## src/rtl/sync_timing_gen.sv

```systemverilog
// Pixel-clock hsync/vsync to frame-valid/line-valid converter with polarity control,
// line/frame length measurement, lock qualification and timing-error pulses.
module sync_timing_gen #(
   parameter int unsigned CNT_W       = 13,
   parameter int unsigned H_START     = 260,
   parameter int unsigned H_ACTIVE    = 1280,
   parameter int unsigned V_START     = 25,
   parameter int unsigned V_ACTIVE    = 720,
   parameter bit          HS_POL      = 1'b1,
   parameter bit          VS_POL      = 1'b1,
   parameter int unsigned LOCK_FRAMES = 2
) (
   input  logic             pix_clk,
   input  logic             rst,
   input  logic             vsync_i,
   input  logic             hsync_i,
   output logic             fv_o,
   output logic             lv_o,
   output logic             locked_o,
   output logic             frame_start_o,
   output logic [CNT_W-1:0] h_total_o,
   output logic [CNT_W-1:0] v_total_o,
   output logic             err_o
);

   typedef enum logic [1:0] {ST_UNLOCKED, ST_ACQUIRE, ST_LOCKED} state_t;

   localparam logic [CNT_W-1:0] C_MAX   = '1;
   localparam logic [CNT_W-1:0] C_ONE   = CNT_W'(1);
   localparam logic [CNT_W-1:0] C_H_BEG = CNT_W'(H_START);
   localparam logic [CNT_W-1:0] C_H_END = CNT_W'(H_START + H_ACTIVE);
   localparam logic [CNT_W-1:0] C_V_BEG = CNT_W'(V_START);
   localparam logic [CNT_W-1:0] C_V_END = CNT_W'(V_START + V_ACTIVE);
   localparam logic [3:0]       C_LOCK  = 4'(LOCK_FRAMES);

   logic             r_hs_raw, r_vs_raw, r_hs_lvl, r_vs_lvl, r_hs_prev, r_vs_prev;
   logic             w_hs_edge, w_vs_edge;
   logic [CNT_W-1:0] r_h_cnt, r_v_cnt, r_h_total, r_v_total;
   logic [CNT_W-1:0] w_h_len, w_v_len;
   logic             r_h_armed, r_v_armed, r_h_valid, r_frame_bad;
   logic             w_h_sat, w_line_bad, w_geom_ok, w_frame_clean, w_v_match;
   state_t           r_state, w_state_nxt;
   logic [3:0]       r_good, w_good_nxt;
   logic             w_err, w_lock_nxt, w_fv_nxt, w_lv_nxt;
   logic             r_fv, r_lv, r_locked, r_fs, r_err;

   // Raw registers reset to the inactive level so no false edge follows reset.
   always_ff @(posedge pix_clk) begin
      if (rst) begin
         r_hs_raw  <= ~HS_POL;
         r_vs_raw  <= ~VS_POL;
         r_hs_lvl  <= 1'b0;
         r_vs_lvl  <= 1'b0;
         r_hs_prev <= 1'b0;
         r_vs_prev <= 1'b0;
      end else begin
         r_hs_raw  <= hsync_i;
         r_vs_raw  <= vsync_i;
         r_hs_lvl  <= ~(r_hs_raw ^ HS_POL);
         r_vs_lvl  <= ~(r_vs_raw ^ VS_POL);
         r_hs_prev <= r_hs_lvl;
         r_vs_prev <= r_vs_lvl;
      end
   end

   assign w_hs_edge = r_hs_lvl & ~r_hs_prev;
   assign w_vs_edge = r_vs_lvl & ~r_vs_prev;

   assign w_h_sat = (r_h_cnt == C_MAX);
   assign w_h_len = w_h_sat ? C_MAX : r_h_cnt + C_ONE;
   assign w_v_len = (r_v_cnt == C_MAX) ? C_MAX : r_v_cnt + C_ONE;

   always_ff @(posedge pix_clk) begin
      if (rst) begin
         r_h_cnt     <= '0;
         r_v_cnt     <= '0;
         r_h_total   <= '0;
         r_v_total   <= '0;
         r_h_armed   <= 1'b0;
         r_v_armed   <= 1'b0;
         r_h_valid   <= 1'b0;
         r_frame_bad <= 1'b0;
      end else begin
         if (w_hs_edge) begin
            r_h_cnt   <= '0;
            r_h_armed <= 1'b1;
            if (r_h_armed) begin
               r_h_total <= w_h_len;
               r_h_valid <= 1'b1;
            end
         end else if (!w_h_sat) begin
            r_h_cnt <= r_h_cnt + C_ONE;
         end

         if (w_vs_edge) begin
            r_v_cnt   <= '0;
            r_v_armed <= 1'b1;
            if (r_v_armed) r_v_total <= w_v_len;
         end else if (w_hs_edge && (r_v_cnt != C_MAX)) begin
            r_v_cnt <= r_v_cnt + C_ONE;
         end

         if (w_vs_edge)                   r_frame_bad <= 1'b0;
         else if (w_line_bad || w_h_sat)  r_frame_bad <= 1'b1;
      end
   end

   assign w_line_bad    = w_hs_edge && r_h_valid && (w_h_len != r_h_total);
   assign w_geom_ok     = (r_h_total >= C_H_END) && (w_v_len >= C_V_END);
   assign w_frame_clean = !r_frame_bad && !w_line_bad && w_geom_ok;
   assign w_v_match     = (w_v_len == r_v_total);

   always_ff @(posedge pix_clk) begin
      if (rst) begin
         r_state <= ST_UNLOCKED;
         r_good  <= '0;
      end else begin
         r_state <= w_state_nxt;
         r_good  <= w_good_nxt;
      end
   end

   // The arming frame has no previous line count, so it is qualified on
   // line consistency and geometry only and counts toward lock.
   always_comb begin
      w_state_nxt = r_state;
      w_good_nxt  = r_good;
      w_err       = 1'b0;
      case (r_state)
         ST_UNLOCKED: begin
            if (w_vs_edge && r_h_armed && r_v_armed) begin
               w_good_nxt  = w_frame_clean ? 4'd1 : 4'd0;
               w_state_nxt = (w_good_nxt >= C_LOCK) ? ST_LOCKED : ST_ACQUIRE;
            end
         end
         ST_ACQUIRE: begin
            if (w_vs_edge) begin
               if (w_frame_clean && w_v_match) begin
                  w_good_nxt = r_good + 4'd1;
                  if (w_good_nxt >= C_LOCK) w_state_nxt = ST_LOCKED;
               end else begin
                  w_good_nxt = '0;
                  w_err      = 1'b1;
               end
            end else if (w_line_bad) begin
               w_good_nxt = '0;
               w_err      = 1'b1;
            end
         end
         ST_LOCKED: begin
            if (w_line_bad || w_h_sat || (w_vs_edge && !(w_frame_clean && w_v_match))) begin
               w_state_nxt = ST_UNLOCKED;
               w_good_nxt  = '0;
               w_err       = 1'b1;
            end
         end
         default: begin
            w_state_nxt = ST_UNLOCKED;
            w_good_nxt  = '0;
         end
      endcase
   end

   // Output windows are gated by the next state so an unlock blanks FV/LV
   // on the same edge that reports the error.
   assign w_lock_nxt = (w_state_nxt == ST_LOCKED);
   assign w_fv_nxt   = w_lock_nxt && !w_vs_edge && (r_v_cnt >= C_V_BEG) && (r_v_cnt < C_V_END);
   assign w_lv_nxt   = w_fv_nxt && !w_hs_edge && (r_h_cnt >= C_H_BEG) && (r_h_cnt < C_H_END);

   always_ff @(posedge pix_clk) begin
      if (rst) begin
         r_fv     <= 1'b0;
         r_lv     <= 1'b0;
         r_locked <= 1'b0;
         r_fs     <= 1'b0;
         r_err    <= 1'b0;
      end else begin
         r_fv     <= w_fv_nxt;
         r_lv     <= w_lv_nxt;
         r_locked <= w_lock_nxt;
         r_fs     <= w_vs_edge;
         r_err    <= w_err;
      end
   end

   assign fv_o          = r_fv;
   assign lv_o          = r_lv;
   assign locked_o      = r_locked;
   assign frame_start_o = r_fs;
   assign err_o         = r_err;
   assign h_total_o     = r_h_total;
   assign v_total_o     = r_v_total;

endmodule

```

## config.mk

```make
export PLATFORM = sky130hd
export DESIGN_NAME = sync_timing_gen
export DESIGN_NICKNAME = d
export VERILOG_FILES = /design/src/rtl/sync_timing_gen.sv
export SDC_FILE = /design/constraint.sdc
export NUM_CORES = 1
export LEC_CHECK = 0
export BUFFER_PORTS_ARGS = -buffer_cell sky130_fd_sc_hd__buf_2
export CORE_ASPECT_RATIO = 0.8
export CORE_MARGIN = 3
export CORE_UTILIZATION = 55
export CTS_CLUSTER_DIAMETER = 40
export DETAILED_ROUTE_END_ITERATION = 8
export MAX_ROUTING_LAYER = met4
export PLACE_DENSITY = 0.77
export SYNTH_ARGS = -nofsm -noshare
export SYNTH_HDL_FRONTEND = slang
export SYNTH_SLANG_ARGS = --single-unit
```

## constraint.sdc

```tcl
create_clock -name pix_clk -period 5.9 [get_ports pix_clk]
set_clock_uncertainty 0.2 [all_clocks]
set_input_delay 0.885 -clock pix_clk [delete_from_list [all_inputs] [get_ports pix_clk]]
set_output_delay 0.885 -clock pix_clk [all_outputs]
set_load 0.05 [all_outputs]
```

==> impl_metrics.csv <==
group,metric,value,unit
layout,drive_gt1_frac,0.106,
synth,syn_inst,557,
synth,yosysTopAreaCell,"dfxtp_1",
placed_design,portBuffers,34,
synth,syn_avg_cell_area,7.79,um2
global_routing,grt_pass1_wl,19300,um
job,cap_violations,0,
clock_network,clock-root-buffer,"clkbuf_8",
min_path,holdPathStages,1,
power,power_density,223,nW/um2
routing,drc,0,
routing,dr.pass1.iters,5,
synth,synth_fp_nets,571,
sta,post-route-period-util,0.827,
layout,nets,577,
synth,synth_most_common_cell,"dfxtp_1",
placed_design,dpl.hpwl,8550,um
power,clkPwrFrac,0.461,
power,swShare,0.231,
power,p_sw,243,uW
routing,vias,4304,
setup_path,path_max_fanout,14,
global_routing,grt_pass1_vias,3673,
synth,yosys.area_share.simple,0.286,
placed_design,place_area,4470,um2
floorplanning,start_util,0.576,
outcome,status,"complete, no violations",
clock_network,cts_resized,0,
routing,ant_nets,0,
clock_network,clkLatencyLatePin,0.37,ns
sta,rsz0062_at_grt,"false",
sta,fin_crit,4.88,ns
floorplanning,die_w,105,um
power,intPower,809,uW
synth,synth_compound_area_frac,0.213,
setup_path,cp-end-kind,"register",
global_routing,overflow,0,
sta,max_freq,0.205,GHz
layout,post-route-util,0.625,
synth,synth_flop_cell,"dfxtp_1",
clock_network,cts_tree,"built",
global_routing,grt_start_max_net_pins,36,
routing,drtIter0Drc,402,
synth,synth_xor_area_frac,0.0678,
setup_path,critPathRequiredTime,5.97,ns
layout,regArea,1460,um2
power,p_leak,0.00169,uW
floorplanning,ioPinCount,35,
placed_design,gp_congestion,1.03,
setup_path,arrival,4.95,ns
sta,fin_ws,1.02,ns
synth,yosys-top-cells-count,"73 x dfxtp_1, 70 x nor2_1, 39 x nand2_1",
clock_network,ctsLongestPathBuffers,2,
synth,yosysTopAreaCellShare,0.337,
sta,fin_tns_setup,0,ns
power,vdd_drop_max,0.000148,V
sta,slew_headroom,0.324,
layout,nFillCells,688,
setup_path,cp-start-kind,"register",
synth,synth_edf_count,0,
synth,synth_fa_ha_area_frac,0.0288,
placed_design,place_ws,1.16,ns
synth,netlist_area,4340,um2
synth,synth_top_family_by_area,"simple AND/OR/NAND/NOR gates",
clock_network,cts_made_buffers,9,
routing,wl_per_cell,17.7,um
power,finalPower,1050,uW
power,seqPwrFrac,0.483,
setup_path,crit_type,"reg2reg",
floorplanning,dieArea,9000,um2
sta,tightest_slew,1.00,ns
sta,hold_viol_final,0,
synth,synth-async-reset-ratio,0,
layout,multi_input_area,2620,um2
sta,drv_slew,0,
layout,num_antenna_cells,0,
clock_network,holdBufCountCts,0,
clock_network,cts.sinks,73,
synth,synthTopCellsByArea,"dfxtp_1 34%, nor2_1 6.1%, xnor2_1 4.2%",
routing,wl,11900,um
synth,synth.area.mux_share,0.00721,
synth,ys_ff_latch,73,
floorplanning,core,7530,um2
routing,vias_per_cell,6.40,
global_routing,antenna_found_initial,0,
synth,synth_seq_area_share,0.337,
clock_network,cts.clk_slew.worst_paths,0.08,ns
floorplanning,row_count,28,
clock_network,htree_levels,3,
layout,final_cell_area,4710,um2
layout,area_delta_synth_final,8.57,%
synth,yosysWarnings,0,
min_path,holdCritPathClass,"reg2reg",
global_routing,track_usage,0.276,
power,pwr-share-comb,0.056,
floorplanning,die_height,85.4,um
sta,setup_viol,0,
synth,yosysUniqueCellTypes,63,
clock_network,postCtsSetupBuffers,0,
setup_path,reg2regPathDepth,10,
==> cells in the final DEF, fill, tap and decap left out, types with 5 or more instances in the layout <==
master,n
nand3_1,22
buf_2,34
a21o_1,6
xnor2_1,21
or4_1,7
nor2_1,70
ha_1,10
xor2_1,10
nor2b_1,9
a211oi_1,13
nand2_1,39
and3_1,7
nand2b_1,5
inv_1,19
nor4_1,12
nor3_1,20
a311oi_1,6
o22ai_1,7
dfxtp_1,73
clkbuf_8,10
a41oi_1,5
a21oi_1,27
nand4_1,13
or3_1,12
o21ai_0,25
and2_1,10
a31oi_1,12
==> power by group through the flow <==
stage,Clock (uW),Sequential (uW),Combinational [uW]
after floorplan,0,522,39.6
after global placement,0,519,57.4
after detailed placement,0,519,57.4
after CTS,493,508,58.0
after global routing,513,510,64.7
final,485,508,58.6
==> final timing paths <==
| path | startpoint | endpoint | slack (ns) |
|---|---|---|---|
| setup / recovery | r_v_cnt[0] | lv_o | 1.02 |
| hold / removal | r_hs_raw | r_hs_lvl | 0.25 |
| setup reg to reg | r_v_cnt[0] | lv_o | 1.02 |
| hold reg to reg | r_hs_raw | r_hs_lvl | 0.25 |
==> sequential cells by signal (all words and copies together) (netlist names) <==
register	flops
h_total_o	13
r_h_cnt	13
r_v_cnt	13
v_total_o	13
r_good	4
r_state	2
err_o	1
frame_start_o	1
fv_o	1
locked_o	1
lv_o	1
r_frame_bad	1
r_h_armed	1
r_h_valid	1
r_hs_lvl	1
r_hs_prev	1
r_hs_raw	1
r_v_armed	1
r_vs_lvl	1
r_vs_prev	1
r_vs_raw	1
==> logic make-up (layout without fill, tap and decap cells) <==
family,Yosys count,after routing
AOI/OAI and AO/OA,136,136
xor gates and xnor gates,32,32
adders and majority gates,10,10
buffers and inverters,61,71
DFF,73,73
muxes,3,3
and+or+nand+nor,242,242
==> critical path, stage by stage, from the launching register on <==
cell	delay, ns
dfxtp_1	0.58
ha_1	0.44
nand4_1	0.53
or4_1	0.79
nand2b_2	0.16
o22ai_1	0.10
o41ai_1	0.58
a31oi_1	0.23
or3_1	0.45
a311o_1	0.42
nor4_1	0.28
==> stage by stage <==
step,std cells,hold slack (ns)
floorplan,557,0.214
global placement,657,0.218
detailed placement,657,0.230
CTS,672,0.256
global route,672,0.280
finish,672,0.250
==> layout make-up <==
| cell class | count | share of cell area |
|---|---|---|
| Timing Repair Buffer | 36 | 0.0393 |
| Inverter | 20 | 0.0159 |
| Tap cell | 105 | 0.0279 |
| Clock buffer | 10 | 0.0292 |
| Multi-Input combinational cell | 423 | 0.555 |
| Sequential cell | 73 | 0.310 |
| Clock inverter | 5 | 0.0221 |
==> per-layer routing <==
layer / routed length, um / part of all wire / vias to the layer above / GRT usage
met5: 0 / 0 / - / -
met4: 125 / 0.011 / 0 / 0.0584
met3: 1220 / 0.10 / 20 / 0.0798
met2: 4830 / 0.41 / 221 / 0.369
met1: 5700 / 0.48 / 2014 / 0.408
li1: - / - / 2049 / -
Power figures use the tool's default switching activity.
